[src/rtl/mac_seq_if.sv]
// Bus between mac_seq, its activation/weight read ports and the downstream MAC stage.
// master = sequencer side, slave = memories/MAC/host side.
interface mac_seq_if #(
  parameter int WADDR_W = 14
);
  logic                      go;
  logic                      busy;
  logic                      done;
  logic                      in_rd_en;
  logic        [6:0]         in_rd_addr;
  logic signed [15:0]        in_rd_data;
  logic                      w_rd_en;
  logic        [WADDR_W-1:0] w_rd_addr;
  logic signed [15:0]        w_rd_data;
  logic signed [15:0]        mac_in;
  logic signed [15:0]        weight;
  logic        [6:0]         addr_in;
  logic                      start;

  modport master (
    input  go, in_rd_data, w_rd_data,
    output busy, done, in_rd_en, in_rd_addr, w_rd_en, w_rd_addr,
           mac_in, weight, addr_in, start
  );

  modport slave (
    output go, in_rd_data, w_rd_data,
    input  busy, done, in_rd_en, in_rd_addr, w_rd_en, w_rd_addr,
           mac_in, weight, addr_in, start
  );
endinterface

[src/rtl/mac_seq.sv]
// Operand/address sequencer feeding a 6-deep read-modify-write MAC pipeline.
// Define MAC_SEQ_BIAS_EN to add a bias pass (mac_in = ONE_VAL) after the last input row.
//
// state | meaning
// IDLE  | waiting for go
// ISSUE | one activation + weight read per cycle, j inner, i outer
// GAP   | bubble cycles so a psum address is not reused within PIPE_DEPTH
// BIAS  | (MAC_SEQ_BIAS_EN) weight-only pass over the bias region
// DRAIN | PIPE_DEPTH+1 bubble cycles while the MAC empties
// DONE  | one-cycle done pulse, busy low
module mac_seq #(
  parameter int                 NUM_IN      = 100,
  parameter int                 NUM_OUT     = 100,
  parameter int                 PIPE_DEPTH  = 6,
  parameter int                 BUBBLE_ADDR = 127,
  parameter int                 WADDR_W     = 14,
  parameter logic signed [15:0] ONE_VAL     = 16'sd1
) (
  input  logic      clk,
  input  logic      reset,
  mac_seq_if.master bus
);

  localparam logic [2:0] S_IDLE  = 3'd0;
  localparam logic [2:0] S_ISSUE = 3'd1;
  localparam logic [2:0] S_GAP   = 3'd2;
  localparam logic [2:0] S_DRAIN = 3'd3;
  localparam logic [2:0] S_DONE  = 3'd4;
`ifdef MAC_SEQ_BIAS_EN
  localparam logic [2:0] S_BIAS  = 3'd5;
`endif

  localparam bit         NEED_GAP   = NUM_OUT < PIPE_DEPTH;
  // Only meaningful when NEED_GAP; timers count down to zero inclusive.
  localparam logic [7:0] GAP_LOAD   = 8'(PIPE_DEPTH - NUM_OUT - 1);
  localparam logic [7:0] DRAIN_LOAD = 8'(PIPE_DEPTH);

  logic [2:0]         state_q, state_d;
  logic [6:0]         i_q, i_d;
  logic [6:0]         j_q, j_d;
  logic [WADDR_W-1:0] cnt_q, cnt_d;
  logic [7:0]         tmr_q, tmr_d;
`ifdef MAC_SEQ_BIAS_EN
  logic               bias_q, bias_d;
`endif

  logic       vld_q;
  logic [6:0] jd_q;
  logic       start_q;
  logic       one_q;

  logic       rd_w, rd_in, bias_issue;
  logic       j_last, row_last, row_end;
  logic [2:0] after_row;

  assign rd_in    = state_q == S_ISSUE;
  assign j_last   = j_q == 7'(NUM_OUT - 1);
  assign row_last = i_q == 7'(NUM_IN - 1);

`ifdef MAC_SEQ_BIAS_EN
  assign bias_issue = state_q == S_BIAS;
`else
  assign bias_issue = 1'b0;
`endif
  assign rd_w = rd_in | bias_issue;

  // Where a completed row (including its gap) leads.
  always_comb begin
    after_row = S_ISSUE;
`ifdef MAC_SEQ_BIAS_EN
    if (bias_q)        after_row = S_DRAIN;
    else if (row_last) after_row = S_BIAS;
`else
    if (row_last)      after_row = S_DRAIN;
`endif
  end

  always_comb begin
    state_d = state_q;
    i_d     = i_q;
    j_d     = j_q;
    cnt_d   = cnt_q;
    tmr_d   = tmr_q;
`ifdef MAC_SEQ_BIAS_EN
    bias_d  = bias_q;
`endif
    row_end = 1'b0;

    if (rd_w) begin
      cnt_d = cnt_q + WADDR_W'(1);
      if (j_last) begin
        j_d = '0;
        if (NEED_GAP) begin
          state_d = S_GAP;
          tmr_d   = GAP_LOAD;
        end else begin
          row_end = 1'b1;
        end
      end else begin
        j_d = j_q + 7'd1;
      end
    end

    case (state_q)
      S_IDLE: begin
        if (bus.go) begin
          state_d = S_ISSUE;
          i_d     = '0;
          j_d     = '0;
          cnt_d   = '0;
`ifdef MAC_SEQ_BIAS_EN
          bias_d  = 1'b0;
`endif
        end
      end
      S_GAP: begin
        if (tmr_q == '0) row_end = 1'b1;
        else             tmr_d   = tmr_q - 8'd1;
      end
      S_DRAIN: begin
        if (tmr_q == '0) state_d = S_DONE;
        else             tmr_d   = tmr_q - 8'd1;
      end
      S_DONE:  state_d = S_IDLE;
      default: if (!rd_w) state_d = S_IDLE;
    endcase

    if (row_end) begin
      state_d = after_row;
      if (after_row == S_ISSUE) i_d   = i_q + 7'd1;
      if (after_row == S_DRAIN) tmr_d = DRAIN_LOAD;
`ifdef MAC_SEQ_BIAS_EN
      if (after_row == S_BIAS)  bias_d = 1'b1;
`endif
    end
  end

  always_ff @(posedge clk) begin
    if (reset) begin
      state_q <= S_IDLE;
      i_q     <= '0;
      j_q     <= '0;
      cnt_q   <= '0;
      tmr_q   <= '0;
`ifdef MAC_SEQ_BIAS_EN
      bias_q  <= 1'b0;
`endif
      vld_q   <= 1'b0;
      jd_q    <= '0;
      start_q <= 1'b0;
      one_q   <= 1'b0;
    end else begin
      state_q <= state_d;
      i_q     <= i_d;
      j_q     <= j_d;
      cnt_q   <= cnt_d;
      tmr_q   <= tmr_d;
`ifdef MAC_SEQ_BIAS_EN
      bias_q  <= bias_d;
`endif
      // Operand alignment: the memories answer one cycle after the read.
      vld_q   <= rd_w;
      jd_q    <= j_q;
      start_q <= rd_in && (i_q == '0) && (j_q == '0);
      one_q   <= bias_issue;
    end
  end

  assign bus.busy       = (state_q != S_IDLE) && (state_q != S_DONE);
  assign bus.done       = state_q == S_DONE;
  assign bus.in_rd_en   = rd_in;
  assign bus.in_rd_addr = i_q;
  assign bus.w_rd_en    = rd_w;
  assign bus.w_rd_addr  = cnt_q;
  assign bus.addr_in    = vld_q ? jd_q : 7'(BUBBLE_ADDR);
  assign bus.start      = start_q;
  assign bus.weight     = vld_q ? bus.w_rd_data : '0;
  assign bus.mac_in     = !vld_q ? '0 : (one_q ? ONE_VAL : bus.in_rd_data);

endmodule

[src/flat_wrapper.sv]
// flat-port wrapper written by rule: the top's interface ports become plain ports
module mac_seq_flat 
#(
  parameter int                 NUM_IN      = 100,
  parameter int                 NUM_OUT     = 100,
  parameter int                 PIPE_DEPTH  = 6,
  parameter int                 BUBBLE_ADDR = 127,
  parameter int                 WADDR_W     = 14,
  parameter logic signed [15:0] ONE_VAL     = 16'sd1
)
  (clk, reset, bus_go, bus_in_rd_data, bus_w_rd_data, bus_busy, bus_done, bus_in_rd_en, bus_in_rd_addr, bus_w_rd_en, bus_w_rd_addr, bus_mac_in, bus_weight, bus_addr_in, bus_start);
  mac_seq_if #(.WADDR_W(WADDR_W)) bus_i ();
  input  logic clk;
  input  logic reset;
  input wire logic [$bits(bus_i.go)-1:0] bus_go;
  input wire logic [$bits(bus_i.in_rd_data)-1:0] bus_in_rd_data;
  input wire logic [$bits(bus_i.w_rd_data)-1:0] bus_w_rd_data;
  output wire logic [$bits(bus_i.busy)-1:0] bus_busy;
  output wire logic [$bits(bus_i.done)-1:0] bus_done;
  output wire logic [$bits(bus_i.in_rd_en)-1:0] bus_in_rd_en;
  output wire logic [$bits(bus_i.in_rd_addr)-1:0] bus_in_rd_addr;
  output wire logic [$bits(bus_i.w_rd_en)-1:0] bus_w_rd_en;
  output wire logic [$bits(bus_i.w_rd_addr)-1:0] bus_w_rd_addr;
  output wire logic [$bits(bus_i.mac_in)-1:0] bus_mac_in;
  output wire logic [$bits(bus_i.weight)-1:0] bus_weight;
  output wire logic [$bits(bus_i.addr_in)-1:0] bus_addr_in;
  output wire logic [$bits(bus_i.start)-1:0] bus_start;
  assign bus_i.go = bus_go;
  assign bus_i.in_rd_data = bus_in_rd_data;
  assign bus_i.w_rd_data = bus_w_rd_data;
  assign bus_busy = bus_i.busy;
  assign bus_done = bus_i.done;
  assign bus_in_rd_en = bus_i.in_rd_en;
  assign bus_in_rd_addr = bus_i.in_rd_addr;
  assign bus_w_rd_en = bus_i.w_rd_en;
  assign bus_w_rd_addr = bus_i.w_rd_addr;
  assign bus_mac_in = bus_i.mac_in;
  assign bus_weight = bus_i.weight;
  assign bus_addr_in = bus_i.addr_in;
  assign bus_start = bus_i.start;
  mac_seq #(.NUM_IN(NUM_IN), .NUM_OUT(NUM_OUT), .PIPE_DEPTH(PIPE_DEPTH), .BUBBLE_ADDR(BUBBLE_ADDR), .WADDR_W(WADDR_W), .ONE_VAL(ONE_VAL)) u_core (.clk(clk), .reset(reset), .bus(bus_i));
endmodule
[config.mk]
export PLATFORM = sky130hd
export DESIGN_NAME = mac_seq_flat
export DESIGN_NICKNAME = d
export VERILOG_FILES = /design/src/rtl/mac_seq_if.sv /design/src/rtl/mac_seq.sv /design/src/flat_wrapper.sv
export SDC_FILE = /design/constraint.sdc
export NUM_CORES = 1
export LEC_CHECK = 0
export ABC_AREA = 1
export CORE_MARGIN = 5
export CORE_UTILIZATION = 40
export CTS_CLUSTER_SIZE = 24
export DETAILED_ROUTE_END_ITERATION = 8
export PLACE_DENSITY = 0.83
export SLEW_MARGIN = 20
export SYNTH_ARGS = -nofsm -noshare
export SYNTH_HDL_FRONTEND = slang
export SYNTH_SLANG_ARGS = --single-unit
[constraint.sdc]
create_clock -name clk -period 1.6 [get_ports clk]
set_input_delay 0.32 -clock clk [delete_from_list [all_inputs] [get_ports clk]]
set_output_delay 0.32 -clock clk [all_outputs]
set_load 0.02 [all_outputs]
==> out/metrics.yaml, run 1 <==
drive_gt1_share_pct: 17.4
grt_max_degree: 27
grt_usage_pct: 16.6
die_w_microns: 94.0
power_frac_comb_pct: 23.4
max_freq_mhz: 639
hold_violations: 0
gp_congestion: 0.877
worstHoldPathType: "flip-flop to flip-flop"
worstPathArrival_ps: 1250
swShare_pct: 29.3
die_h_microns: 94.0
maxSlewViolCount: 0
port_buffers: 99
slew_headroom_pct: 79.8
fillCellCount: 640
drc_errors: 0
area_delta_synth_final_pct: 45.3
dr_total_vias: 3031
ys_warn_count: 0
setup_violations: 0
synthCells: 453
crit_path_start_kind: "flip-flop"
antenna_left: 0
leakagePower_nw: 2.11
drtIter0Drc: 102
diodes: 0
p_seq_share_pct: 47.5
htreeDepth: 2
stdcell_area_sq_mm: 0.00410
max_stage_delay_ps: 600
netSwitchingPower_w: 0.000761
yosys_most_used_dff: "dfxtp_1"
synthesis.nets: 495
wire_per_inst_microns: 11.0
viasPerCell: 4.51
path_class: "flip-flop to output port"
slowest_stage: "clkdlybuf4s50_1"
dr.pass1.iters: 6
status: "completed"
syn_area_sq_mm: 0.00282
clkSinkCount: 48
final-seq-area_sq_um: 967
dp_hpwl_microns: 6060
wirelength_microns: 7370
layout_commonest_cell: "nand2_1"
finClkSkew_ps: 13.3
cts_tree: "yes"
crit_chain: "clkdlybuf4s50_1"
initial_core_util_pct: 41.3
critPathTopFamily: "buffers and inverters"
antenna_found_initial: 0
synth-async-reset-ratio_pct: 0
tns_ps: 0
worst_setup_path_end_kind: "output port"
synth_seq_cells: 48
p_clk_share_pct: 29.2
holdBufCountCts: 0
cts_root_buf: "clkbuf_8"
timing.critical_path.buf_inv: 1
grt_pass1_vias: 2847
period_minus_slack_ps: 1570
syn_avg_cell_area_sq_um: 6.23
tightest_slew_ps: 301
clk_path_buf_depth: 2
maxCapViolCount: 0
finalCritPeriodShare_pct: 97.9
whs_ps: 476
dpl_cell_area_sq_mm: 0.00408
grt_pass1_wl_microns: 12100
final_cell_mix: "138 x nand2_1, 82 x inv_1, 58 x nor2_1"
multi_input_area_sq_mm: 0.00147
numCtsBuffers: 5
power.density_mw_per_mm2: 633
worst-path-max-fanout: 1
vdd_drop_max_mv: 0.281
final_net_count: 617
required_ps: 1280
die-area_sq_mm: 0.00883
clk_pin_slew_ps: 90
grt_setup_unrepaired: "no"
synth_edf_count: 0
post-route-util_pct: 60.0
worstSkewPairLatency_ps: 300
p_int_w: 0.00183
yosysSeqAreaShare_pct: 34.1
grt-ovfl-total: 0
core-area_sq_mm: 0.00683
io_pins: 100
num_rows: 30
synthDistinctLibCells: 30
==> worst paths after layout <==
| path | start | endpoint | slack, ps | cells past startpoint |
|---|---|---|---|---|
| setup reg to reg | u_core.state_q[1]$_SDFFE_PP0P_ | u_core.tmr_q[7]$_SDFF_PP0_ | 120 | 11 |
| hold / removal | u_core.j_q[3]$_SDFF_PP0_ | u_core.jd_q[3]$_SDFF_PP0_ | 480 | 2 |
| setup / recovery | u_core.bus.start$_SDFF_PP0_ | bus_start | 30 | 1 |
| hold reg to reg | u_core.j_q[3]$_SDFF_PP0_ | u_core.jd_q[3]$_SDFF_PP0_ | 480 | 2 |
==> power by group through the flow <==
stage / logic (W) / clock network [W] / registers [W]
2_1_floorplan: 0.000321 / 0 / 0.00127
3_3_place_gp: 0.000654 / 0 / 0.00126
3_5_place_dp: 0.000663 / 0 / 0.00126
4_1_cts: 0.000623 / 0.000786 / 0.00123
5_1_grt: 0.000659 / 0.000835 / 0.00124
6_report: 0.000607 / 0.000757 / 0.00123
==> metal layers <==
metal | wire length (microns) | track usage [%]
met1 | 3100 | 19.1
met3 | 699 | 4.49
met2 | 3500 | 30.0
met4 | 81 | 4.33
met5 | 0 | 0
==> flip-flops by register name, summed over array words and instances, names as in the netlist <==
register and count:
u_core.bus.in_rd_addr 7, u_core.bus.start 1, u_core.bus.w_rd_addr 14, u_core.j_q 7, u_core.jd_q 7, u_core.state_q 3
u_core.tmr_q 8, u_core.vld_q 1
==> cell families (layout without fill, tap and decap cells) <==
| logic type | after synthesis | after routing | share of synthesized area [%] |
|---|---|---|---|
| fa+ha+maj | 7 | 7 | 3.11 |
| buf+inv | 100 | 223 | 14.0 |
| xor+xnor | 9 | 9 | 2.80 |
| compound gates | 28 | 28 | 5.24 |
| flops | 48 | 48 | 34.1 |
| simple gates | 261 | 261 | 40.8 |
==> timing repair <==
item | 4_1_cts | 5_1_grt
endpoints found under the setup margin | 61 | 54
gates resized for setup | 112 | 26
cloned | 0 | 0
setup buffers | 0 | 0
==> area by class of cell <==
cell class,count,area share (%)
Clock inverter,2,0.336
Tap cell,96,2.93
Clock buffer,6,2.01
Timing Repair Buffer,125,27.1
Inverter,90,8.24
Multi-Input combinational cell,305,35.8
Sequential cell,48,23.6
==> cell usage after synthesis (4+ instances only) <==
library cell / number / share of area (%)
nor3_1: 4 / 0.71
o21ai_0: 7 / 1.2
nand4_1: 12 / 2.7
ha_1: 7 / 3.1
nor2_1: 59 / 7.9
nand2_2: 5 / 1.1
nor2_2: 6 / 1.3
a21oi_1: 18 / 3.2
xor2_1: 8 / 2.5
dfxtp_1: 48 / 34
inv_2: 8 / 1.1
clkbuf_1: 4 / 0.53
inv_1: 82 / 11
nand2_1: 138 / 18
nand3_1: 23 / 4.1
==> metrics by stage <==
stage | power (W) | std cells | setup slack [ps]
final | 0.00260 | 672 | 34.3
after global routing | 0.00273 | 672 | 1.60
after CTS | 0.00264 | 672 | 1.29
after detailed placement | 0.00192 | 664 | -240
after global placement | 0.00191 | 664 | -229
after floorplan | 0.00159 | 453 | 37.7
No activity file was read; power rests on OpenSTA's default activity.
==> run 2: changes to the inputs <==
Settings changed: ABC_CLOCK_PERIOD_IN_PS set to 1600.
==> results of run 2 <==
The final DEF is identical to that of run 1; final timing and power are the same.
